==> src/rtl/snake_pkg.sv <==
// Shared constants, the BCD digit type and the glyph renderer for the snake score overlay.
package snake_pkg;
  localparam int GLYPH_W       = 10;
  localparam int GLYPH_H       = 16;
  localparam int GLYPH_PIXELS  = GLYPH_W * GLYPH_H;
  localparam int BCD_MAX_DIGIT = 9;

  typedef logic [3:0] bcd_digit_t;

  // Lit segments of each numeral, packed as {g,f,e,d,c,b,a}.
  function automatic logic [6:0] digit_segments(input int d);
    case (d)
      0:       return 7'h3F;
      1:       return 7'h06;
      2:       return 7'h5B;
      3:       return 7'h4F;
      4:       return 7'h66;
      5:       return 7'h6D;
      6:       return 7'h7D;
      7:       return 7'h07;
      8:       return 7'h7F;
      9:       return 7'h6F;
      default: return 7'h00;
    endcase
  endfunction

  // Bars are h/8 rows thick, side columns w/5 wide; the middle bar straddles h/2.
  function automatic logic glyph_pixel(input int d, input int row, input int col,
                                       input int w, input int h);
    logic [6:0] s;
    int         t;
    int         sw;
    int         mid;
    logic       hbar;
    logic       lcol;
    logic       rcol;
    s    = digit_segments(d);
    t    = h / 8;
    sw   = w / 5;
    mid  = h / 2;
    hbar = (col >= sw) && (col < w - sw);
    lcol = (col < sw);
    rcol = (col >= w - sw);
    return (s[0] && row < t && hbar) ||
           (s[1] && row >= t && row < mid && rcol) ||
           (s[2] && row >= mid && row < h - t && rcol) ||
           (s[3] && row >= h - t && hbar) ||
           (s[4] && row >= mid && row < h - t && lcol) ||
           (s[5] && row >= t && row < mid && lcol) ||
           (s[6] && row >= mid - 1 && row <= mid && hbar);
  endfunction
endpackage

==> src/rtl/digit_font_rom.sv <==
// Ten-glyph font ROM with a registered pixel output; out-of-range digit or address reads 0.
module digit_font_rom #(
  parameter int GLYPH_W = snake_pkg::GLYPH_W,
  parameter int GLYPH_H = snake_pkg::GLYPH_H,
  parameter int ADDR_W  = 8
) (
  input  logic                  clk,
  input  logic                  rst_n,
  input  snake_pkg::bcd_digit_t digit,
  input  logic [ADDR_W-1:0]     addr,
  output logic                  pixel
);
  import snake_pkg::*;

  localparam int PIX   = GLYPH_W * GLYPH_H;
  localparam int IDX_W = $clog2(10 * PIX + (1 << ADDR_W));

  function automatic logic [10*PIX-1:0] build_font();
    logic [10*PIX-1:0] f;
    f = '0;
    for (int d = 0; d < 10; d++)
      for (int r = 0; r < GLYPH_H; r++)
        for (int c = 0; c < GLYPH_W; c++)
          f[d*PIX + r*GLYPH_W + c] = glyph_pixel(d, r, c, GLYPH_W, GLYPH_H);
    return f;
  endfunction

  localparam logic [10*PIX-1:0] FONT = build_font();

  logic [IDX_W-1:0] idx;
  logic             pixel_d;
  logic             pixel_q;

  always_comb begin
    idx     = IDX_W'(digit) * IDX_W'(PIX) + IDX_W'(addr);
    pixel_d = 1'b0;
    if (digit <= bcd_digit_t'(BCD_MAX_DIGIT) && {1'b0, addr} < (ADDR_W+1)'(PIX))
      pixel_d = FONT[idx];
  end

  always_ff @(posedge clk or negedge rst_n) begin
    if (!rst_n) pixel_q <= 1'b0;
    else        pixel_q <= pixel_d;
  end

  assign pixel = pixel_q;
endmodule

==> src/rtl/score_digit_server.sv <==
// Live BCD score, per-frame shadow copy and one-cycle glyph query path.
// Define SCORE_SATURATE_EN to hold the score at 99 instead of wrapping to 00.
module score_digit_server #(
  parameter int GLYPH_W = snake_pkg::GLYPH_W,
  parameter int GLYPH_H = snake_pkg::GLYPH_H,
  parameter int ADDR_W  = 8
) (
  input  logic                  clock_25,
  input  logic                  reset,
  input  logic                  fruit_eaten,
  input  logic                  score_clear,
  input  logic                  frame_start,
  input  logic                  digit_sel,
  input  logic [ADDR_W-1:0]     number_count,
  output logic                  number_pixel,
  output snake_pkg::bcd_digit_t selected_number,
  output snake_pkg::bcd_digit_t score_tens,
  output snake_pkg::bcd_digit_t score_units,
  output logic                  score_wrap
);
  import snake_pkg::*;

  localparam bcd_digit_t BCD_MAX = bcd_digit_t'(BCD_MAX_DIGIT);

  bcd_digit_t units_q, units_d;
  bcd_digit_t tens_q, tens_d;
  bcd_digit_t sh_units_q, sh_tens_q;
  bcd_digit_t sel_q;
  bcd_digit_t query_digit;

  always_comb begin
    units_d = units_q;
    tens_d  = tens_q;
    if (score_clear) begin
      units_d = '0;
      tens_d  = '0;
    end else if (fruit_eaten) begin
      if (units_q != BCD_MAX) begin
        units_d = units_q + 4'd1;
      end else if (tens_q != BCD_MAX) begin
        units_d = '0;
        tens_d  = tens_q + 4'd1;
      end else begin
`ifdef SCORE_SATURATE_EN
        units_d = units_q;
        tens_d  = tens_q;
`else
        units_d = '0;
        tens_d  = '0;
`endif
      end
    end
  end

  // Shadow samples the pre-update live score, so a coincident event lands next frame.
  always_ff @(posedge clock_25 or negedge reset) begin
    if (!reset) begin
      units_q    <= '0;
      tens_q     <= '0;
      sh_units_q <= '0;
      sh_tens_q  <= '0;
      sel_q      <= '0;
    end else begin
      units_q <= units_d;
      tens_q  <= tens_d;
      if (frame_start) begin
        sh_units_q <= units_q;
        sh_tens_q  <= tens_q;
      end
      sel_q <= query_digit;
    end
  end

`ifdef SCORE_SATURATE_EN
  assign score_wrap = 1'b0;
`else
  logic wrap_d;
  logic wrap_q;

  assign wrap_d = fruit_eaten && !score_clear && (units_q == BCD_MAX) && (tens_q == BCD_MAX);

  always_ff @(posedge clock_25 or negedge reset) begin
    if (!reset) wrap_q <= 1'b0;
    else        wrap_q <= wrap_d;
  end

  assign score_wrap = wrap_q;
`endif

  assign query_digit = digit_sel ? sh_tens_q : sh_units_q;

  digit_font_rom #(
    .GLYPH_W (GLYPH_W),
    .GLYPH_H (GLYPH_H),
    .ADDR_W  (ADDR_W)
  ) u_font (
    .clk   (clock_25),
    .rst_n (reset),
    .digit (query_digit),
    .addr  (number_count),
    .pixel (number_pixel)
  );

  assign selected_number = sel_q;
  assign score_tens      = tens_q;
  assign score_units     = units_q;
endmodule

==> config.mk <==
export PLATFORM = sky130hd
export DESIGN_NAME = score_digit_server
export DESIGN_NICKNAME = d
export VERILOG_FILES = /design/src/rtl/snake_pkg.sv /design/src/rtl/digit_font_rom.sv /design/src/rtl/score_digit_server.sv
export SDC_FILE = /design/constraint.sdc
export NUM_CORES = 1
export LEC_CHECK = 0
export BUFFER_PORTS_ARGS = -buffer_cell sky130_fd_sc_hd__buf_2
export CORE_MARGIN = 2
export CORE_UTILIZATION = 25
export CTS_CLUSTER_SIZE = 28
export DETAILED_ROUTE_END_ITERATION = 16
export PLACE_DENSITY = 0.39
export SLEW_MARGIN = 10
export SYNTH_ARGS = -nofsm -noshare
export SYNTH_HDL_FRONTEND = slang
export SYNTH_SLANG_ARGS = --single-unit
export TNS_END_PERCENT = 30
==> constraint.sdc <==
create_clock -name clock_25 -period 6.4 [get_ports clock_25]
set_input_delay 0.64 -clock clock_25 [delete_from_list [all_inputs] [get_ports clock_25]]
set_output_delay 0.64 -clock clock_25 [all_outputs]
set_load 0.01 [all_outputs]
**Word level (Yosys, flattened, before mapping)**

Memory sizes are Yosys's and may differ from the RTL's.
Index checks and enable logic that the tools add are counted.

- $add $sub $neg: 3
- $mul: 1
- Order comparisons: 3
- Eq/ne operators: 5
- Muxes and demuxes: 10
- Reductions and logical operators: 7

Operators by type and width:

| operator | number |
|---|---|
| 2-to-1 mux 4 bit | 8 |
| less-than comparator 11 x 12 -> 1 bit, second input constant | 1 |
| adder 11 x 8 -> 11 bit | 1 |
| adder 4 x 1 -> 4 bit, second input constant | 2 |
| equality test 4 bit, second input constant | 2 |
| less-than comparator 8 bit, second input constant | 1 |
| inequality test 4 bit, second input constant | 2 |
| multiplier 4 x 3 -> 6 bit, second input constant | 1 |
| <= comparator 4 bit, second input constant | 1 |
| logical AND 1 bit | 4 |
| 2-to-1 mux 1 bit | 2 |
| inequality test 2 bit, second input constant | 1 |
| AND reduction 2 bit | 1 |
| nonzero test 2 bit | 1 |
| zero test 1 bit | 1 |

- Register bits: 22
- Bits in read-only memories: 2048
- Input bits: 14
- Output and inout port bits: 14
- Word-level logic and storage cells: 37
- Memories: 1

Memories:

| memory | words | width | read ports | clocked after memory_dff | write ports | line | text |
|---|---|---|---|---|---|---|---|
| (name not given) | 2048 | 1 | 1 | 0 | 0 | digit_font_rom.sv:38 | `pixel_d = FONT[idx];` |

**Depth between registers and ports, before layout**

Gate-level depths: netlist (run 1).

- Depth after elaboration: 6
- Gate-level depth with buffers: 12
- Gate-level depth less buffers: 12

**Cells and area by module**

Synthesis (run 1) repeated with hierarchy kept, for this count alone.

- Cells, all modules: 243
- Area, all modules: 2230.9 um^2

By module, submodules not included:

| module | instances | cells an instance | area an instance (um^2) |
|---|---|---|---|
| digit_font_rom | 1 | 168 | 1292.5 |
| score_digit_server | 1 | 75 | 938.4 |

**Worst setup path before layout (run 1)**

No wires, ideal clock.

- Path type: input -> register
- Start: in digit_sel
- End: reg u_font.pixel_q, in the netlist u_font.pixel
- Arrival time: 2.915 ns
- Data required time: 6.280 ns
- Path slack: 3.365 ns
- Cell stages on the path: 11
- Path buffers: 0
- Cells stage by stage: mux2_2 > ha_1 > ha_1 > fa_1 > nand2_1 > a21oi_1 > xnor2_1 > nor3_1 > o211ai_1 > a21boi_0 > and4_1

- Word-level cells in the longest chain between the ends: 6

RTL lines:

| what | line | text |
|---|---|---|
| start, declared | score_digit_server.sv:13 | `input logic digit_sel,` |
| 2-to-1 mux 4 bit * | score_digit_server.sv:90 | `assign query_digit = digit_sel ? sh_tens_q : sh_units_q;` |
| multiplier 4 x 3 -> 6 bit | digit_font_rom.sv:35 | `idx = IDX_W'(digit) * IDX_W'(PIX) + IDX_W'(addr);` |
| adder 11 x 8 -> 11 bit | digit_font_rom.sv:35 |  |
| memory (2048 x 1 bit) | n/a |  |
| 2-to-1 mux 1 bit (not written as such) | digit_font_rom.sv:38 |  |
| 2-to-1 mux 1 bit * | digit_font_rom.sv:37 | `if (digit <= bcd_digit_t'(BCD_MAX_DIGIT) && {1'b0, addr} < (ADDR_W+1)'(PIX))` |
| net u_font.pixel_d | digit_font_rom.sv:31 | `logic pixel_d;` |
| end signal, assigned | digit_font_rom.sv:43 | `else pixel_q <= pixel_d;` |
| end, declared | digit_font_rom.sv:32 | `logic pixel_q;` |

Mark *: on every way through the listed nets, which the timed path passes. The rest lies on a longest branch. The select of a mux whose other input is x is not followed.
A chain may end at the register's enable or synchronous reset.

**Worst setup path in the final report (run 1)**

- Start: in digit_sel
- End: reg u_font.pixel_q, in the netlist u_font.pixel

- Word-level cells in the longest chain between the ends: 6

RTL lines:

| what | line | text |
|---|---|---|
| 2-to-1 mux 4 bit * | score_digit_server.sv:90 |  |
| net query_digit[0] | score_digit_server.sv:29 | `bcd_digit_t query_digit;` |
| multiplier 4 x 3 -> 6 bit | digit_font_rom.sv:35 |  |
| adder 11 x 8 -> 11 bit | digit_font_rom.sv:35 |  |
| memory (2048 x 1 bit) | n/a |  |
| 2-to-1 mux 1 bit (not written as such) | digit_font_rom.sv:38 |  |
| 2-to-1 mux 1 bit * | digit_font_rom.sv:37 |  |
| net u_font.pixel_d | digit_font_rom.sv:31 |  |

Marks and branches as above.

==> run_summary.xml, run 1 <==
<?xml version="1.0" encoding="UTF-8"?>
<metrics>
  <group name="placed_design">
    <metric name="hpwl_detailed" unit="um">4430</metric>
    <metric name="gp_routability_congestion" unit="">0.785</metric>
    <metric name="numPortBuffers" unit="">26</metric>
  </group>
  <group name="detailed_routing">
    <metric name="num_vias" unit="">2016</metric>
    <metric name="finalWirelength" unit="um">5970</metric>
    <metric name="detail_route.first_pass.iterations" unit="">4</metric>
    <metric name="route.antenna.remaining_nets" unit="">0</metric>
    <metric name="wl_cell" unit="um">15.4</metric>
    <metric name="post_dr_vias_cell" unit="">5.20</metric>
    <metric name="drt_iter0_markers" unit="">71</metric>
    <metric name="detail_route.drc_violations" unit="">0</metric>
  </group>
  <group name="cts">
    <metric name="cts_hold_buf" unit="">0</metric>
    <metric name="cts_sinks" unit="">22</metric>
    <metric name="cts_repair_resize_count" unit="">0</metric>
    <metric name="cts_made_buffers" unit="">3</metric>
    <metric name="cts_tree" unit="">yes</metric>
    <metric name="cts_root_buffer" unit="">clkbuf_8</metric>
    <metric name="clock_tree.buffer_depth" unit="">2</metric>
    <metric name="path_clk_slew" unit="ps">80</metric>
    <metric name="h_tree_lvl_count" unit="">1</metric>
    <metric name="postCtsSetupBuffers" unit="">0</metric>
    <metric name="clkLatencyLatePin" unit="ps">260</metric>
  </group>
  <group name="power">
    <metric name="switching_fraction_of_total_power" unit="%">40.0</metric>
    <metric name="p_comb_share" unit="%">47.8</metric>
    <metric name="power_per_cell_area" unit="mW/mm^2">198</metric>
    <metric name="internal_power" unit="W">0.000299</metric>
    <metric name="vdd.ir_drop.worst" unit="mV">0.0722</metric>
    <metric name="power.share.clock" unit="%">20.1</metric>
    <metric name="pwr-share-seq" unit="%">32.1</metric>
    <metric name="total_switching_power" unit="W">0.000200</metric>
    <metric name="leakage" unit="nW">1.13</metric>
  </group>
  <group name="status">
    <metric name="outcome" unit="">finished, final reports clean</metric>
  </group>
  <group name="timing">
    <metric name="fmax" unit="MHz">290</metric>
    <metric name="finalSetupViolations" unit="">0</metric>
    <metric name="clock-skew-final" unit="ps">3.81</metric>
    <metric name="timing.final.hold_violations" unit="">0</metric>
    <metric name="timing.final.crit_period" unit="ps">3450</metric>
    <metric name="maxSlewHeadroom" unit="%">42.2</metric>
    <metric name="tns_setup" unit="ps">0</metric>
    <metric name="worst_slew_pin_slew" unit="ps">861</metric>
    <metric name="unrepaired_setup_endpoints_after_global_routing" unit="">false</metric>
    <metric name="post-route-period-util" unit="%">53.9</metric>
    <metric name="slew_violations" unit="">0</metric>
  </group>
  <group name="grt">
    <metric name="residual_overflow_from_global_routing" unit="">0</metric>
    <metric name="first_global_vias" unit="">1936</metric>
    <metric name="grt_max_degree" unit="">38</metric>
    <metric name="number_of_antenna_violations_at_the_first_check_in_global_routing" unit="">0</metric>
    <metric name="wire_length_of_the_first_global_routing_pass" unit="um">10200</metric>
    <metric name="global_route_usage_over_all_layers" unit="%">12.6</metric>
  </group>
  <group name="yosys">
    <metric name="postSynthRegisterBits" unit="">22</metric>
    <metric name="yosys.area.top_type" unit="">dfrtp_1</metric>
    <metric name="synth.lib_cells_used.distinct" unit="">58</metric>
    <metric name="ys_async_sr_fraction" unit="%">100</metric>
    <metric name="synthesis.area" unit="mm^2">0.00227</metric>
    <metric name="netlist.area_leader.share" unit="%">24.2</metric>
    <metric name="number_of_enable_flip_flop_cells_after_synthesis" unit="">0</metric>
    <metric name="synth_top_flop_cell" unit="">dfrtp_1</metric>
    <metric name="synth_area_leaders" unit="">dfrtp_1 24%, ha_1 9.9%, mux2_2 7.4%, a21oi_1 4.6%, o21ai_0 3.5%</metric>
    <metric name="sequential_area_share_after_synthesis" unit="%">24.2</metric>
    <metric name="syn-mean-instance-area" unit="um^2">8.54</metric>
    <metric name="warnings_synthesis" unit="">0</metric>
    <metric name="synthesis.nets" unit="">300</metric>
    <metric name="netlist_instances" unit="">266</metric>
  </group>
  <group name="critical_path">
    <metric name="worst_ep_arrival_time" unit="ps">3600</metric>
    <metric name="worst_ep_required_time" unit="ps">6550</metric>
    <metric name="crit_path_end_kind" unit="">flip-flop</metric>
    <metric name="critical_path_class" unit="">input port to flip-flop</metric>
    <metric name="critical_path.max_fanout" unit="">9</metric>
    <metric name="worst-r2r-setup-slack" unit="ps">3160</metric>
    <metric name="timing.critical_path.from_type" unit="">input port</metric>
  </group>
  <group name="floorplan">
    <metric name="die_area" unit="mm^2">0.00987</metric>
    <metric name="die_h" unit="um">99.3</metric>
    <metric name="initial_utilization" unit="%">25.9</metric>
    <metric name="floorplan.die.width" unit="um">99.3</metric>
    <metric name="coreArea" unit="mm^2">0.00876</metric>
    <metric name="io_pins" unit="">28</metric>
    <metric name="rows" unit="">34</metric>
  </group>
  <group name="hold_path">
    <metric name="holdCritPathClass" unit="">input port to asynchronous set/reset pin</metric>
  </group>
  <group name="cells_and_area">
    <metric name="drive_gt1_share" unit="%">18.9</metric>
    <metric name="area.sequential" unit="um^2">551</metric>
    <metric name="insertedDiodeCount" unit="">0</metric>
    <metric name="utilization_of_the_core_after_routing" unit="%">28.7</metric>
    <metric name="nNetsFinal" unit="">315</metric>
    <metric name="multi_input_gate_area" unit="mm^2">0.00160</metric>
    <metric name="area_growth" unit="%">10.7</metric>
    <metric name="filler_cell_count" unit="">948</metric>
  </group>
  <group name="run">
    <metric name="max_cap_violations" unit="">0</metric>
  </group>
</metrics>
[per-layer routing]
metal	global-route usage (%)	vias up	share of wire, %
met2	20.8	39	47
li1	-	1008	-
met3	1.05	4	2.7
met4	2.95	0	0.80
met1	17.8	965	49
met5	0	-	0
[Yosys cell counts, drive strengths merged (2+ instances only)]
cell / n
a211oi: 4
a21boi: 2
a21oi: 21
and2: 2
and3: 3
and4: 2
buf: 10
clkbuf: 6
dfrtp: 22
fa: 2
ha: 18
inv: 13
mux2: 17
mux2i: 7
mux4: 3
nand2: 19
nand2b: 6
nand3: 7
nand3b: 2
nor2: 21
nor2b: 7
nor3: 8
nor3b: 2
o2111ai: 3
o211ai: 3
o21a: 2
o21ai: 17
o221ai: 3
o311ai: 4
o31ai: 2
or2: 2
or3: 2
xnor2: 4
xor2: 3
[power groups by stage]
stage	combinational (W)	sequential, W	clock [W]
detailed placement	0.000239	0.000163	0
floorplan	0.000173	0.000165	0
global route	0.000270	0.000163	0.000111
global placement	0.000242	0.000163	0
CTS	0.000240	0.000161	0.000105
finish	0.000238	0.000160	0.000100
[metrics by stage]
step                total power [W]  worst slack (ps)  cell area (um^2)  hold WS, ps  cells
finish                     0.000499              2950              2520          340    388
global route               0.000544              2710              2520          382    388
CTS                        0.000506              2950              2520          357    388
detailed placement         0.000403              2680              2460          497    384
global placement           0.000405              2650              2460          491    384
floorplan                  0.000338              3360              2270          344    266
[logic make-up after synthesis]
| group | after synthesis | share of synthesized area, % |
|---|---|---|
| AO/OA/AOI/OAI | 74 | 21.7 |
| XOR/XNOR | 7 | 2.70 |
| adder cells (fa/ha/maj) | 20 | 11.7 |
| buffers and inverters | 29 | 5.51 |
| flip-flops | 22 | 24.2 |
| multiplexers | 27 | 14.6 |
| AND/OR/NAND/NOR | 87 | 19.5 |
[flip-flops by register name, summed over array words and instances, names as in the netlist]
| signal | cells |
|---|---|
| score_tens | 4 |
| score_units | 4 |
| selected_number | 4 |
| sh_tens_q | 4 |
| sh_units_q | 4 |
| score_wrap | 1 |
| u_font.pixel | 1 |
[area by class of cell]
cell class	count	share of cell area (%)
repair buffers	26	5.17
multi-input cells	215	63.5
inverters	13	1.94
clock buffers	4	2.19
flip-flops and latches	22	21.9
well taps	108	5.37
[worst paths after layout]
kind,start,endpoint,cells after the start
worst max-delay path,digit_sel,u_font.pixel,11
worst max register to register,sh_tens_q[0],u_font.pixel,10
max in group asynchronous,reset,selected_number[1],1
worst min-delay path,reset,score_units[1],1
min in group clock_25,sh_units_q[0],sh_units_q[0],1
worst min register to register,sh_units_q[0],sh_units_q[0],1
[placed cells by master (no fill, tap or decap), types with 2 or more instances in the layout]
cell and count:
buf_2 26, dfrtp_1 22, a21oi_1 21, nor2_1 20, nand2_1 19, ha_1 18, o21ai_0 16, mux2_2 15
inv_1 13, nor3_1 8, mux2i_1 7, nand3_1 7, nor2b_1 7, nand2b_1 6, xnor2_1 4, a211oi_1 4
clkbuf_8 4, xor2_1 3, o221ai_1 3, o311ai_0 3, o2111ai_1 3, and3_1 3, mux4_2 3, o211ai_1 3
nand3b_1 2, a21boi_0 2, or2_2 2, and2_1 2, o31ai_1 2, o21a_1 2, nor3b_1 2, and4_1 2
or3_1 2, fa_1 2
[critical path: stages]
cell and delay [ps]:
buf_2 130, mux2_2 390, ha_1 310, ha_1 350, xnor2_1 730, nor2_1 80, o221ai_1 190, o311ai_0 140
o21ai_0 330, a21boi_0 130, and4_1 170
No activity file was read; power rests on OpenSTA's default activity.
==> inputs of run 2 (changes only) <==
--- a/config.mk
+++ b/config.mk
@@ -5,12 +5,13 @@
 export SDC_FILE = /design/constraint.sdc
 export NUM_CORES = 1
 export LEC_CHECK = 0
+export ABC_AREA = 1
 export BUFFER_PORTS_ARGS = -buffer_cell sky130_fd_sc_hd__buf_2
 export CORE_MARGIN = 2
 export CORE_UTILIZATION = 25
 export CTS_CLUSTER_SIZE = 28
 export DETAILED_ROUTE_END_ITERATION = 16
-export PLACE_DENSITY = 0.39
+export PLACE_DENSITY = 0.4
 export SLEW_MARGIN = 10
 export SYNTH_ARGS = -nofsm -noshare
 export SYNTH_HDL_FRONTEND = slang
==> constraint.sdc (replaced) <==
create_clock -name clock_25 -period 3.1 [get_ports clock_25]
set_input_delay 0.31 -clock clock_25 [delete_from_list [all_inputs] [get_ports clock_25]]
set_output_delay 0.31 -clock clock_25 [all_outputs]
set_load 0.01 [all_outputs]
==> run 2 against run 1 <==
Net effect: the flow now finishes with violations (hold timing); first-iteration DRC count grew 42%; combinational power is 130% higher; cell count is 16% higher; global-route usage increased by 0.17 points; hold slack got worse by 340 ps; non-clock buffer count increased by 5; power is 130% higher; die area fell by 6.6%; core utilization rose by 0.80 points; count of clock-buffer cells in the layout fell by 1; critical path type is now flip-flop to flip-flop; largest power group unchanged; highest routed layer unchanged.
==> run_summary.xml, run 2 <==
<?xml version="1.0" encoding="UTF-8"?>
<metrics>
  <group name="yosys">
    <metric name="syn-mean-instance-area" unit="um^2">6.63</metric>
    <metric name="yosys.area.top_type" unit="">dfrtp_1</metric>
    <metric name="ys_async_sr_fraction" unit="%">100</metric>
    <metric name="synthesis.nets" unit="">353</metric>
    <metric name="synth_top_family_by_area" unit="">simple AND/OR/NAND/NOR gates</metric>
    <metric name="synth_commonest_cells" unit="">115 x nand2_1, 42 x nand3_1, 34 x inv_1</metric>
    <metric name="synth_area_leaders" unit="">dfrtp_1 26%, nand2_1 20%, ha_1 11%, nand3_1 9.9%, inv_1 6.0%</metric>
    <metric name="post_synth_mux_area_share" unit="%">1.06</metric>
    <metric name="synth_compound_area_share" unit="%">8.40</metric>
    <metric name="synth_top_flop_cell" unit="">dfrtp_1</metric>
    <metric name="netlist_instances" unit="">319</metric>
    <metric name="netlist.area_leader.share" unit="%">26.0</metric>
    <metric name="postSynthRegisterBits" unit="">22</metric>
    <metric name="sequential_area_share_after_synthesis" unit="%">26.0</metric>
    <metric name="synth_most_common_cell" unit="">nand2_1</metric>
    <metric name="synthesis.area" unit="mm^2">0.00212</metric>
    <metric name="synthXorXnorAreaFrac" unit="%">3.67</metric>
    <metric name="warnings_synthesis" unit="">0</metric>
    <metric name="synth.lib_cells_used.distinct" unit="">33</metric>
    <metric name="number_of_enable_flip_flop_cells_after_synthesis" unit="">0</metric>
    <metric name="synth-simple-area-share" unit="%">38.5</metric>
    <metric name="adder_cell_share_of_the_synthesized_area" unit="%">12.5</metric>
  </group>
  <group name="critical_path">
    <metric name="crit_family" unit="">simple AND/OR/NAND/NOR gates</metric>
    <metric name="worstPathCellList" unit="">inv_1, o21ai_0, ha_1, inv_1, fa_1, nor2_1, nand3_1, nand2_1, nor2_1, a21oi_1, nand2_1, nand3_1, nand2_1, nor2_1, nor2_1</metric>
    <metric name="critical_path_class" unit="">flip-flop to flip-flop</metric>
    <metric name="critical_path.max_fanout" unit="">8</metric>
    <metric name="worstPathBufferInverterCount" unit="">2</metric>
    <metric name="crit_path_end_kind" unit="">flip-flop</metric>
    <metric name="worst_path_largest_cell_delay" unit="ps">590</metric>
    <metric name="cpMaxStageDelayCell" unit="">fa_1</metric>
    <metric name="crit_top_cell" unit="">nor2_1</metric>
    <metric name="worst_ep_arrival_time" unit="ps">2790</metric>
    <metric name="timing.critical_path.from_type" unit="">flip-flop</metric>
    <metric name="worst_ep_required_time" unit="ps">3260</metric>
  </group>
  <group name="floorplan">
    <metric name="initial_utilization" unit="%">25.7</metric>
    <metric name="io_pins" unit="">28</metric>
    <metric name="rows" unit="">33</metric>
    <metric name="die_area" unit="mm^2">0.00922</metric>
    <metric name="die_h" unit="um">96.0</metric>
    <metric name="floorplan.die.width" unit="um">96.0</metric>
    <metric name="coreArea" unit="mm^2">0.00822</metric>
  </group>
  <group name="detailed_routing">
    <metric name="drt_iter0_markers" unit="">101</metric>
    <metric name="num_vias" unit="">2008</metric>
    <metric name="detail_route.first_pass.iterations" unit="">4</metric>
    <metric name="drt-met1-wl" unit="um">2650</metric>
    <metric name="detail_route.drc_violations" unit="">0</metric>
    <metric name="detailroute.wirelength.met2" unit="um">2410</metric>
    <metric name="route.antenna.remaining_nets" unit="">0</metric>
    <metric name="finalWirelength" unit="um">5320</metric>
    <metric name="wl_met3" unit="um">238</metric>
    <metric name="highest-signal-layer" unit="">met4</metric>
    <metric name="wl_cell" unit="um">11.8</metric>
    <metric name="post_dr_vias_cell" unit="">4.45</metric>
  </group>
  <group name="power">
    <metric name="finalPower" unit="W">0.00116</metric>
    <metric name="switching_fraction_of_total_power" unit="%">40.4</metric>
    <metric name="internal_power" unit="W">0.000692</metric>
    <metric name="p_comb_share" unit="%">47.6</metric>
    <metric name="power_per_cell_area" unit="mW/mm^2">479</metric>
    <metric name="pwr-share-seq" unit="%">28.9</metric>
    <metric name="leakage" unit="nW">1.36</metric>
    <metric name="total_switching_power" unit="W">0.000469</metric>
    <metric name="vdd.ir_drop.worst" unit="mV">0.174</metric>
    <metric name="power.share.clock" unit="%">23.4</metric>
  </group>
  <group name="timing">
    <metric name="post-route-period-util" unit="%">84.7</metric>
    <metric name="maxSlewHeadroom" unit="%">66.7</metric>
    <metric name="slew_violations" unit="">0</metric>
    <metric name="worst_slew_pin_slew" unit="ps">499</metric>
    <metric name="timing.final.crit_period" unit="ps">2630</metric>
    <metric name="timing.final.hold_violations" unit="">3</metric>
    <metric name="unrepaired_setup_endpoints_after_global_routing" unit="">false</metric>
    <metric name="fmax" unit="MHz">381</metric>
    <metric name="clock-skew-final" unit="ps">3.17</metric>
    <metric name="hold-worst-slack" unit="ps">-0.710</metric>
    <metric name="tns_setup" unit="ps">0</metric>
    <metric name="finalSetupViolations" unit="">0</metric>
  </group>
  <group name="cts">
    <metric name="postCtsSetupBuffers" unit="">0</metric>
    <metric name="cts_hold_buf" unit="">0</metric>
    <metric name="cts_repair_resize_count" unit="">0</metric>
    <metric name="cts_sinks" unit="">22</metric>
    <metric name="cts_root_buffer" unit="">clkbuf_8</metric>
    <metric name="cts_made_buffers" unit="">3</metric>
    <metric name="cts_tree" unit="">yes</metric>
    <metric name="clkLatencyLatePin" unit="ps">260</metric>
    <metric name="h_tree_lvl_count" unit="">1</metric>
    <metric name="path_clk_slew" unit="ps">80</metric>
    <metric name="clock_tree.buffer_depth" unit="">2</metric>
  </group>
  <group name="placed_design">
    <metric name="numPortBuffers" unit="">26</metric>
    <metric name="placedInstanceArea" unit="mm^2">0.00235</metric>
    <metric name="place.detailed.instances" unit="">447</metric>
    <metric name="hpwl_detailed" unit="um">4290</metric>
    <metric name="gp_routability_congestion" unit="">0.751</metric>
  </group>
  <group name="status">
    <metric name="outcome" unit="">complete, but fails checks</metric>
    <metric name="violated_checks" unit="">hold timing</metric>
  </group>
  <group name="cells_and_area">
    <metric name="insertedDiodeCount" unit="">0</metric>
    <metric name="nNetsFinal" unit="">381</metric>
    <metric name="multi_input_gate_area" unit="mm^2">0.00136</metric>
    <metric name="filler_cell_count" unit="">906</metric>
    <metric name="drive_gt1_share" unit="%">15.9</metric>
    <metric name="utilization_of_the_core_after_routing" unit="%">29.5</metric>
    <metric name="layout_common_cells" unit="">115 x nand2_1, 42 x nand3_1, 34 x inv_1</metric>
    <metric name="area.sequential" unit="um^2">551</metric>
    <metric name="layout_commonest_cell" unit="">nand2_1</metric>
    <metric name="area_growth" unit="%">14.6</metric>
    <metric name="post-route-cell-area" unit="mm^2">0.00242</metric>
    <metric name="final_cells" unit="">451</metric>
  </group>
  <group name="grt">
    <metric name="wire_length_of_the_first_global_routing_pass" unit="um">9420</metric>
    <metric name="number_of_antenna_violations_at_the_first_check_in_global_routing" unit="">0</metric>
    <metric name="residual_overflow_from_global_routing" unit="">0</metric>
    <metric name="global_route_usage_over_all_layers" unit="%">12.7</metric>
    <metric name="first_global_vias" unit="">2016</metric>
    <metric name="grt_max_degree" unit="">23</metric>
  </group>
  <group name="hold_path">
    <metric name="holdCritPathClass" unit="">input port to asynchronous set/reset pin</metric>
  </group>
  <group name="run">
    <metric name="max_cap_violations" unit="">0</metric>
  </group>
</metrics>
[run 2: cell types whose count changed after synthesis, sizes merged, moves of 7 or more]
| cell | delta |
|---|---|
| mux2 | -15 |
| nand2 | +104 |
| inv | +25 |
| nor2b | -7 |
| mux2i | -7 |
| nand3 | +38 |
| nor3 | -7 |
| a21oi | -9 |
[run 2: worst paths after layout]
path	startpoint	to	slack (ps)	cells past startpoint
worst max-delay path	sh_units_q[0]	u_font.pixel	470	15
worst min-delay path	reset	selected_number[1]	-0.7	1
worst max register to register	sh_units_q[0]	u_font.pixel	470	15
worst min register to register	sh_units_q[0]	sh_units_q[0]	530	2
max in group asynchronous	reset	sh_tens_q[1]	2760	1
min in group clock_25	score_clear	score_wrap	240	2
[run 2: per-layer routing]
| metal | vias up | global-route usage (%) |
|---|---|---|
| li1 | 1070 | - |
| met1 | 898 | 18.4 |
| met2 | 38 | 20.4 |
| met3 | 2 | 2.19 |
| met4 | 0 | 1.43 |
| met5 | - | 0 |
[run 2: logic make-up (layout without fill, tap and decap cells)]
logic type	after synthesis	count (layout)
compound gates	32	32
buf+inv	47	74
mux	2	2
xor+xnor	8	8
simple gates	188	188
flops	22	22
fa+ha+maj	20	20
[run 2: through the flow]
stage / hold slack, ps / worst slack [ps]
finish: -0.710 / 473
global route: 36.6 / 145
CTS: 24.0 / 452
detailed placement: 321 / 326
global placement: 315 / 311
floorplan: 14.4 / 632
[run 2: area by class of cell]
| cell class | instances | area share [%] |
|---|---|---|
| Multi-Input combinational cell | 250 | 56.0 |
| Timing Repair Buffer | 31 | 6.91 |
| Inverter | 39 | 6.04 |
| Sequential cell | 22 | 22.7 |
| Clock inverter | 1 | 1.24 |
| Clock buffer | 3 | 1.70 |
| Tap cell | 105 | 5.42 |
[run 2: power by group through the flow]
stage / Combinational [W] / Clock (W) / Sequential, W
after floorplan: 0.000399 / 0 / 0.000351
after global placement: 0.000565 / 0 / 0.000341
after detailed placement: 0.000557 / 0 / 0.000342
after CTS: 0.000559 / 0.000286 / 0.000336
after global routing: 0.000646 / 0.000298 / 0.000341
final: 0.000553 / 0.000272 / 0.000336
==> inputs of run 3 (changes only) <==
--- a/config.mk
+++ b/config.mk
@@ -11,7 +11,7 @@
 export CORE_UTILIZATION = 25
 export CTS_CLUSTER_SIZE = 28
 export DETAILED_ROUTE_END_ITERATION = 16
-export PLACE_DENSITY = 0.4
+export PLACE_DENSITY = 0.39
 export SLEW_MARGIN = 10
 export SYNTH_ARGS = -nofsm -noshare
 export SYNTH_HDL_FRONTEND = slang
==> constraint.sdc (replaced) <==
create_clock -name clock_25 -period 2.6 [get_ports clock_25]
set_input_delay 0.26 -clock clock_25 [delete_from_list [all_inputs] [get_ports clock_25]]
set_output_delay 0.26 -clock clock_25 [all_outputs]
set_load 0.01 [all_outputs]
==> run 3 against run 2 <==
Net effect: the run now ends clean; sequential share of layout area is 0.69 points lower; register-to-register slack worse by 250 ps; cell count is 2.0% higher; wire length is 3.2% higher; worst setup slack worse by 250 ps; sequential power is 19% higher; global-route usage is 0.23 points higher; maximum frequency is 11% higher; core utilization is 0.93 points higher; critical endpoint unchanged.
==> run_summary.xml, run 3 (synthesis results as in run 2) <==
<?xml version="1.0" encoding="UTF-8"?>
<metrics>
  <group name="power">
    <metric name="finalPower" unit="W">0.00144</metric>
    <metric name="vdd.ir_drop.worst" unit="mV">0.214</metric>
    <metric name="power_per_cell_area" unit="mW/mm^2">576</metric>
    <metric name="leakage" unit="nW">1.40</metric>
  </group>
  <group name="cells_and_area">
    <metric name="nNetsFinal" unit="">390</metric>
    <metric name="layout_commonest_cell" unit="">nand2_1</metric>
    <metric name="area_growth" unit="%">18.2</metric>
    <metric name="final_cells" unit="">460</metric>
    <metric name="drive_gt1_share" unit="%">18.3</metric>
    <metric name="post-route-cell-area" unit="mm^2">0.00250</metric>
    <metric name="layout_common_cells" unit="">115 x nand2_1, 42 x nand3_1, 34 x inv_1</metric>
    <metric name="insertedDiodeCount" unit="">0</metric>
  </group>
  <group name="detailed_routing">
    <metric name="wl_cell" unit="um">11.9</metric>
    <metric name="detail_route.first_pass.iterations" unit="">4</metric>
    <metric name="finalWirelength" unit="um">5490</metric>
    <metric name="num_vias" unit="">2064</metric>
    <metric name="post_dr_vias_cell" unit="">4.49</metric>
    <metric name="detail_route.drc_violations" unit="">0</metric>
    <metric name="route.antenna.remaining_nets" unit="">0</metric>
    <metric name="drt_iter0_markers" unit="">91</metric>
  </group>
  <group name="cts">
    <metric name="clock_tree.buffer_depth" unit="">2</metric>
    <metric name="cts_tree" unit="">yes</metric>
    <metric name="clkLatencyLatePin" unit="ps">260</metric>
    <metric name="path_clk_slew" unit="ps">90</metric>
    <metric name="cts_root_buffer" unit="">clkbuf_8</metric>
    <metric name="cts_made_buffers" unit="">3</metric>
    <metric name="h_tree_lvl_count" unit="">1</metric>
    <metric name="cts_sinks" unit="">22</metric>
  </group>
  <group name="timing">
    <metric name="timing.final.crit_period" unit="ps">2380</metric>
    <metric name="fmax" unit="MHz">421</metric>
    <metric name="maxSlewHeadroom" unit="%">66.6</metric>
    <metric name="unrepaired_setup_endpoints_after_global_routing" unit="">false</metric>
    <metric name="timing.final.hold_violations" unit="">0</metric>
    <metric name="post-route-period-util" unit="%">91.4</metric>
    <metric name="finalSetupViolations" unit="">0</metric>
    <metric name="slew_violations" unit="">0</metric>
    <metric name="worst_slew_pin_slew" unit="ps">501</metric>
    <metric name="clock-skew-final" unit="ps">1.43</metric>
    <metric name="tns_setup" unit="ps">0</metric>
  </group>
  <group name="critical_path">
    <metric name="crit_path_end_kind" unit="">flip-flop</metric>
    <metric name="total_stage_count_of_the_critical_path" unit="">14</metric>
    <metric name="crit_family" unit="">adder cells</metric>
    <metric name="worst_setup_path_endpoint" unit="">u_font.pixel</metric>
    <metric name="r2r-start" unit="">sh_units_q[2]</metric>
    <metric name="rr_endpoint" unit="">u_font.pixel</metric>
    <metric name="critical_path_class" unit="">flip-flop to flip-flop</metric>
    <metric name="timing.critical_path.from_type" unit="">flip-flop</metric>
    <metric name="critical_path.max_fanout" unit="">6</metric>
    <metric name="setup.worst_path.start" unit="">sh_units_q[2]</metric>
    <metric name="cpMaxStageDelayCell" unit="">dfrtp_1</metric>
    <metric name="worst_ep_required_time" unit="ps">2770</metric>
    <metric name="rr_worst_depth" unit="">14</metric>
    <metric name="worstPathBufferInverterCount" unit="">2</metric>
    <metric name="worstPathCellList" unit="">o21ai_0, inv_1, ha_1, ha_1, nand3_1, nand3_1, xor2_1, buf_4, a21oi_1, nand2_1, nand3_1, nand2_1, nor2_1, nor2_1</metric>
    <metric name="worst_path_largest_cell_delay" unit="ps">380</metric>
    <metric name="crit_top_cell" unit="">nand3_1</metric>
    <metric name="worst-r2r-setup-slack" unit="ps">220</metric>
    <metric name="worst_ep_arrival_time" unit="ps">2540</metric>
  </group>
  <group name="floorplan">
    <metric name="die_h" unit="um">96.0</metric>
    <metric name="die_area" unit="mm^2">0.00922</metric>
    <metric name="rows" unit="">33</metric>
    <metric name="io_pins" unit="">28</metric>
    <metric name="coreArea" unit="mm^2">0.00822</metric>
    <metric name="floorplan.die.width" unit="um">96.0</metric>
    <metric name="initial_utilization" unit="%">25.7</metric>
  </group>
  <group name="grt">
    <metric name="wire_length_of_the_first_global_routing_pass" unit="um">9460</metric>
    <metric name="residual_overflow_from_global_routing" unit="">0</metric>
    <metric name="first_global_vias" unit="">1979</metric>
    <metric name="global_route_usage_over_all_layers" unit="%">13.0</metric>
    <metric name="grt_max_degree" unit="">23</metric>
    <metric name="number_of_antenna_violations_at_the_first_check_in_global_routing" unit="">0</metric>
  </group>
  <group name="hold_path">
    <metric name="holdCritPathClass" unit="">input port to flip-flop</metric>
    <metric name="min_from" unit="">score_clear</metric>
  </group>
  <group name="status">
    <metric name="outcome" unit="">finished, final reports clean</metric>
  </group>
  <group name="placed_design">
    <metric name="placedInstanceArea" unit="mm^2">0.00241</metric>
    <metric name="gp_routability_congestion" unit="">0.855</metric>
    <metric name="hpwl_detailed" unit="um">4460</metric>
    <metric name="place.detailed.instances" unit="">454</metric>
    <metric name="numPortBuffers" unit="">26</metric>
  </group>
  <group name="run">
    <metric name="max_cap_violations" unit="">0</metric>
  </group>
</metrics>
run 3: power breakdown:
group	internal, W	leakage, nW	total, W	switching (W)
Clock	0.000206	0.0357	0.000327	0.000121
Sequential	0.000378	0.295	0.000401	0.0000229
Combinational	0.000279	1.07	0.000712	0.000433
Total	0.000863	1.40	0.00144	0.000577
run 3: what timing repair did:
action / CTS / global route
gates resized for setup: 0 / 5
setup buffers: 0 / 1
endpoints found under the setup margin: 0 / 1
hold buffers: 1 / 0
endpoints found under the hold margin: 22 / 0
run 3: final cells by class:
cell class | count | area (um^2)
fill | 929 | 5720
timing repair buffer | 40 | 238
clock buffer | 3 | 41.3
sequential | 22 | 551
multi-input combinational | 250 | 1360
tap | 105 | 131
inverter | 39 | 146
clock inverter | 1 | 30.0
run 3: per-stage QoR:
step / utilization, % / hold slack (ps) / setup slack (ps)
finish: 30.4 / 193 / 223
global route: 30.4 / 183 / 1.97
CTS: 30.3 / 190 / 93.0
detailed placement: 29.3 / 276 / 70.1
global placement: 29.3 / 271 / 108
floorplan: - / -35.6 / 132
run 3: how the worst min path moves through the flow:
| stage | endpoint | slack (ps) | cells past startpoint |
|---|---|---|---|
| 2_1_floorplan | score_tens[0] | -40 | 0 |
| 3_3_place_gp | selected_number[2] | 270 | 1 |
| 3_5_place_dp | selected_number[3] | 280 | 1 |
| 4_1_cts | score_wrap | 190 | 2 |
| 5_1_grt | score_wrap | 180 | 2 |
| 6_report | score_wrap | 190 | 2 |
run 3: routing by layer:
metal	GRT usage [%]	routed length [um]	up-vias
li1	-	-	1087
met1	19.6	2890	943
met2	19.8	2420	30
met3	1.96	124	4
met4	1.90	48	0
met5	0	0	-
